File: config.mk
export PLATFORM = sky130hd
export DESIGN_NAME = parity_stream_merger
export DESIGN_NICKNAME = d
export VERILOG_FILES = /design/src/rtl/parity_stream_merger.sv
export SDC_FILE = /design/constraint.sdc
export NUM_CORES = 1
export LEC_CHECK = 0
export CAP_MARGIN = 10
export CORE_MARGIN = 2
export CORE_UTILIZATION = 58
export DETAILED_ROUTE_END_ITERATION = 6
export PLACE_DENSITY = 0.84
export RECOVER_POWER = 50
export SLEW_MARGIN = 10
export SYNTH_ARGS = -nofsm -noshare
export SYNTH_HDL_FRONTEND = slang
export SYNTH_SLANG_ARGS = --single-unit
File: constraint.sdc
create_clock -name a_clk -period 2.8 [get_ports a_clk]
set_input_delay 0.84 -clock a_clk [delete_from_list [all_inputs] [get_ports a_clk]]
set_output_delay 0.84 -clock a_clk [all_outputs]
set_load 0.02 [all_outputs]
File: src/rtl/parity_stream_merger.sv
// Merges an odd-parity and an even-parity AXI-Stream byte source into one stream.
// Each input has its own FIFO; whole packets are forwarded, with alternating arbitration.
module parity_stream_merger #(
  parameter int unsigned FIFO_DEPTH = 8,
  parameter int unsigned CNT_W      = 16
) (
  input  logic             a_clk,
  input  logic             axis_aresetn,
  input  logic             axis_s_tvalid_odd,
  input  logic [7:0]       axis_s_tdata_odd,
  input  logic             axis_s_tlast_odd,
  output logic             axis_s_tready_odd,
  input  logic             axis_s_tvalid_even,
  input  logic [7:0]       axis_s_tdata_even,
  input  logic             axis_s_tlast_even,
  output logic             axis_s_tready_even,
  output logic             axis_m_tvalid,
  output logic [7:0]       axis_m_tdata,
  output logic             axis_m_tlast,
  output logic             axis_m_tuser,
  input  logic             axis_m_tready,
  output logic [CNT_W-1:0] pkt_cnt_odd,
  output logic [CNT_W-1:0] pkt_cnt_even
);

  localparam int unsigned AW = $clog2(FIFO_DEPTH);
  localparam logic [AW:0] FULL = (AW+1)'(FIFO_DEPTH);

  typedef enum logic [1:0] {IDLE, GRANT_ODD, GRANT_EVEN} state_t;

  // Index 1 = odd source, index 0 = even source (matches axis_m_tuser encoding).
  logic [1:0][8:0] s_word;
  logic [1:0][8:0] head;
  logic [1:0]      s_valid, s_ready, push, pop, empty;
  logic            ready_en;

  assign s_word  = {{axis_s_tlast_odd, axis_s_tdata_odd}, {axis_s_tlast_even, axis_s_tdata_even}};
  assign s_valid = {axis_s_tvalid_odd, axis_s_tvalid_even};
  assign push    = s_valid & s_ready;

  assign axis_s_tready_odd  = s_ready[1];
  assign axis_s_tready_even = s_ready[0];

  // Holds both tready low during reset and until the first edge after release.
  always_ff @(posedge a_clk or negedge axis_aresetn) begin
    if (!axis_aresetn) ready_en <= 1'b0;
    else               ready_en <= 1'b1;
  end

  for (genvar g = 0; g < 2; g++) begin : g_fifo
    logic [8:0]    mem [FIFO_DEPTH];
    logic [AW-1:0] wr_ptr, rd_ptr;
    logic [AW:0]   count;

    assign s_ready[g] = ready_en && (count != FULL);
    assign empty[g]   = (count == '0);
    assign head[g]    = mem[rd_ptr];

    always_ff @(posedge a_clk) begin
      if (push[g]) mem[wr_ptr] <= s_word[g];
    end

    always_ff @(posedge a_clk or negedge axis_aresetn) begin
      if (!axis_aresetn) begin
        wr_ptr <= '0;
        rd_ptr <= '0;
        count  <= '0;
      end else begin
        if (push[g]) wr_ptr <= wr_ptr + AW'(1);
        if (pop[g])  rd_ptr <= rd_ptr + AW'(1);
        case ({push[g], pop[g]})
          2'b10:   count <= count + (AW+1)'(1);
          2'b01:   count <= count - (AW+1)'(1);
          default: count <= count;
        endcase
      end
    end
  end

  state_t     state, state_next;
  logic       last_grant;
  logic       grant_active, sel, load;
  logic [8:0] load_word;

  always_ff @(posedge a_clk or negedge axis_aresetn) begin
    if (!axis_aresetn) state <= IDLE;
    else               state <= state_next;
  end

  always_comb begin
    state_next = state;
    case (state)
      IDLE: begin
        if (!empty[1] && !empty[0]) state_next = last_grant ? GRANT_EVEN : GRANT_ODD;
        else if (!empty[1])         state_next = GRANT_ODD;
        else if (!empty[0])         state_next = GRANT_EVEN;
      end
      GRANT_ODD, GRANT_EVEN: begin
        if (load && load_word[8]) state_next = IDLE;
      end
      default: state_next = IDLE;
    endcase
  end

  always_comb begin
    grant_active = 1'b0;
    sel          = 1'b0;
    case (state)
      GRANT_ODD:  begin grant_active = 1'b1; sel = 1'b1; end
      GRANT_EVEN: begin grant_active = 1'b1; sel = 1'b0; end
      default:    ;
    endcase
    load      = grant_active && !empty[sel] && (!axis_m_tvalid || axis_m_tready);
    pop       = {load && sel, load && !sel};
    load_word = head[sel];
  end

  always_ff @(posedge a_clk or negedge axis_aresetn) begin
    if (!axis_aresetn) begin
      axis_m_tvalid <= 1'b0;
      axis_m_tdata  <= '0;
      axis_m_tlast  <= 1'b0;
      axis_m_tuser  <= 1'b0;
      pkt_cnt_odd   <= '0;
      pkt_cnt_even  <= '0;
      last_grant    <= 1'b1;
    end else if (load) begin
      axis_m_tvalid <= 1'b1;
      axis_m_tlast  <= load_word[8];
      axis_m_tdata  <= load_word[7:0];
      axis_m_tuser  <= sel;
      if (load_word[8]) begin
        last_grant <= sel;
        if (sel) pkt_cnt_odd  <= pkt_cnt_odd + CNT_W'(1);
        else     pkt_cnt_even <= pkt_cnt_even + CNT_W'(1);
      end
    end else if (axis_m_tready) begin
      axis_m_tvalid <= 1'b0;
    end
  end

endmodule

==> flow_metrics.py <==
metrics = {
    "setup_path": {
        "reg2regPathDepth": 7,
        "worst-r2r-setup-slack_ns": 0.17,
        "reg2reg_to": "g_fifo[0].count[3]",
        "end_kind": "output pin",
        "critical_path_peak_fanout": 9,
        "startpoint_of_the_worst_register_to_register_path": "g_fifo[0].count[1]",
        "startpoint_type": "flop",
        "arrival_ns": 1.79,
        "criticalPathCategory": "flop to output pin",
        "worstPathRequired_ns": 1.96,
    },
    "global_route": {
        "number_of_global_route_vias_before_repair": 5121,
        "grt_usage_pct": 22.7,
        "antenna_found_initial": 0,
        "grt_pass1_wl_um": 28200,
        "grt.overflow.total": 0,
        "grt_max_degree": 68,
    },
    "clock_network": {
        "postCtsResizedCells": 2,
        "ctsHoldBuffers": 0,
        "clock_sink_count": 211,
        "clk_pin_slew_worst_paths_ns": 0.06,
        "clk_path_buf_depth": 3,
        "clockRootBuffer": "clkbuf_16",
        "clock_tree.htree_level_count": 1,
        "number_of_buffers_created_by_cts": 22,
        "insertion_delay_ns": 0.50,
        "cts_tree": "done",
        "post-cts-setup-buffers": 0,
    },
    "die": {
        "width_of_the_die_um": 127,
        "fp.coreArea_um2": 15000,
        "die_h_um": 127,
        "num_rows": 45,
        "die_area_um2": 16200,
        "starting_density_of_the_core_pct": 58.6,
        "number_of_ports_placed_on_the_die_boundary": 68,
    },
    "routing": {
        "drcViolationCount": 0,
        "first_pass_iters": 5,
        "detail-route-antenna-nets": 0,
        "detailedRoute.firstIterationViolations": 419,
        "detail_route.vias_per_cell": 6.03,
        "totalWireLength_um": 18000,
        "avgRoutedWirePerCell_um": 20.9,
        "num_vias": 5170,
    },
    "final_layout": {
        "area_growth_syn_to_layout_pct": 20.8,
        "nFillCells": 918,
        "finalInstanceArea_um2": 10600,
        "fraction_of_final_layout_cells_sized_beyond_drive_strength_1_pct": 18.5,
        "num_antenna_cells": 0,
        "finalNetCount": 691,
    },
    "synthesis": {
        "most_used_flip_flop_cell_after_synthesis": "edfxtp_1",
        "ys_warn_count": 0,
        "synthesis.area_per_instance_um2": 16.3,
        "ys_types": 51,
        "post_synth_mux_area_share_pct": 11.3,
        "synth_fp_nets": 576,
        "synth-seq-area-share_pct": 68.1,
        "synth_compound_area_share_pct": 3.02,
        "asyncSetResetFlopFracSynth_pct": 31.8,
        "netlist_instances": 539,
        "yosys.area_share.xor_xnor_pct": 4.57,
        "synth_enable_flop_cells": 144,
        "post_synth_and_or_nand_nor_area_fraction_pct": 8.73,
        "combinational_family_with_the_most_area_after_synthesis": "multiplexers",
        "synth_area_um2": 8810,
        "synth_adder_area_share_pct": 1.99,
        "synth-seq-cells": 211,
    },
    "sta": {
        "finalSetupViolations": 0,
        "tns_ns": 0,
        "final_max_slew_violation_count": 68,
        "maxSlewHeadroom_pct": -9.83,
        "max_clock_skew_ns": 0.0122,
        "rsz0062_at_grt": "no",
        "timing.final.crit_period_ns": 2.63,
        "hold_viol_final": 0,
        "min_period_over_period_pct": 94.1,
        "maximum_frequency_from_static_timing_analysis_ghz": 0.380,
        "tightestPinTransition_ns": 1.65,
    },
    "pwr": {
        "power.leakage_nw": 4.03,
        "p_per_cell_area_nw_per_um2": 1000,
        "total_power_mw": 10.6,
        "irDropWorstVdd_uv": 613,
    },
    "placed_design": {
        "post-dp-hpwl_um": 11100,
        "numPortBuffers": 67,
        "finalWeightedCongestion": 0.828,
        "placed_area_um2": 9910,
    },
    "min_path": {
        "min_from": "pkt_cnt_odd[15]",
        "timing.hold.worst_endpoint": "pkt_cnt_odd[15]",
        "holdCritPathClass": "flop to flop",
        "hold_path_depth": 1,
    },
    "flow_run": {
        "drv.max_cap_violation_count": 1,
    },
    "status": {
        "violated_checks": "max-capacitance violations, max-slew violations",
        "outcome": "finished, violations left",
    },
}
-- placed cells by master (no fill, tap or decap), drive strengths merged, types with 2 or more instances in the layout --
cell / n
nand3: 14
dfrtp: 66
xnor2: 24
and2: 2
mux2i: 21
o21ai: 2
nand4: 13
a21o: 8
nand2: 38
nor4: 4
and4: 4
dlygate4sd3: 18
a21oi: 5
inv: 15
o22ai: 9
clkinvlp: 4
ha: 14
a211oi: 3
clkinv: 5
nor3: 17
bufinv: 5
clkdlybuf4s50: 46
a21boi: 2
nand2b: 7
clkbuf: 35
xor2: 22
and3: 2
nor2: 29
nand4b: 2
edfxtp: 144
dlygate4sd2: 2
mux4: 33
buf: 34
a32o: 4
mux2: 4
-- worst max path at each step --
stage                            start                  to  slack (ns)  depth (start not counted)
floorplan           g_fifo[0].count[0]  g_fifo[0].count[3]        0.16                          8
global placement         axis_m_tready  g_fifo[0].count[3]       -0.18                          8
detailed placement       axis_m_tready  g_fifo[0].count[3]       -0.28                          8
CTS                 g_fifo[0].count[1]  axis_s_tready_even        0.18                          3
global route        g_fifo[0].count[1]  g_fifo[0].count[2]        0.04                         11
finish              g_fifo[0].count[1]  axis_s_tready_even        0.17                          3
-- through the flow --
stage / hold slack, ns / std cells / setup slack (ns) / utilization (%)
detailed placement: 0.465 / 818 / -0.284 / 65.9
floorplan: 0.466 / 539 / 0.160 / -
global route: 0.494 / 858 / 0.0366 / 70.8
finish: 0.471 / 858 / 0.165 / 70.8
CTS: 0.364 / 858 / 0.182 / 71.2
global placement: 0.456 / 818 / -0.183 / 65.9
-- cell usage after synthesis, types with 2 or more instances --
library cell	number	area [µm²]
a21o_1	8	60.1
and2_1	2	12.5
edfxtp_1	144	4320
mux4_2	33	743
nand4b_4	2	47.6
a21oi_1	5	25.0
nand3_1	14	70.1
mux2_2	4	45.0
a211oi_1	3	22.5
xor2_1	22	193
o22ai_1	8	50.1
buf_2	6	30.0
nor3_2	3	30.0
o21ai_0	2	10.0
mux2i_1	21	210
and4_1	2	17.5
buf_4	5	37.5
buf_6	5	56.3
dfrtp_1	66	1650
nor3_1	14	70.1
and3_1	2	12.5
inv_1	13	48.8
a21boi_0	2	15.0
nand4_1	12	75.1
ha_1	14	175
xnor2_1	24	210
nor2_2	2	12.5
nor4_1	3	18.8
nand2_1	38	143
nand2b_1	7	43.8
clkbuf_1	3	11.3
nor2_1	27	101
and4_4	2	22.5
a32o_1	4	40.0
-- layout make-up --
class,instances,area (µm²),area share (%)
multi-input combinational,295,2600,24.4
inverter,14,57.6,0.541
clock inverter,15,214,2.01
timing repair buffer,110,953,8.96
tap,188,235,2.21
clock buffer,25,583,5.48
sequential,211,6000,56.4
-- per-layer routing --
layer | vias up | track usage, % | wire length, µm
met2 | 251 | 38.6 | 9120
met5 | - | 0 | 0
met1 | 2595 | 31.3 | 7090
met3 | 44 | 3.06 | 1250
met4 | 0 | 6.66 | 511
li1 | 2280 | - | -
-- kinds of logic after synthesis --
| logic type | Yosys count |
|---|---|
| DFF | 211 |
| and+or+nand+nor | 139 |
| muxes | 58 |
| xor gates and xnor gates | 46 |
| AOI/OAI and AO/OA | 37 |
| buffers and inverters | 33 |
| adders and majority gates | 14 |
| other | 1 |
-- critical path, cell delays in order, from the launching register on --
cell	delay (ns)
dfrtp_1	0.51
nor3_1	0.10
a21boi_0	0.31
dlygate4sd2_1	0.38
-- sequential cells by signal (all words and copies together) (netlist names) --
register,count
axis_m_tdata,8
pkt_cnt_even,16
state,2
last_grant,1
ready_en,1
axis_m_tlast,1
axis_m_tuser,1
g_fifo.mem,144
g_fifo.rd_ptr,6
g_fifo.count,8
g_fifo.wr_ptr,6
axis_m_tvalid,1
pkt_cnt_odd,16
-- power breakdown --
part	switching, mW	internal [mW]	total [mW]
combinational	1.69	1.57	3.27
sequential	0.419	3.81	4.23
clock	1.18	1.97	3.15
(Power assumes the default switching activity.)
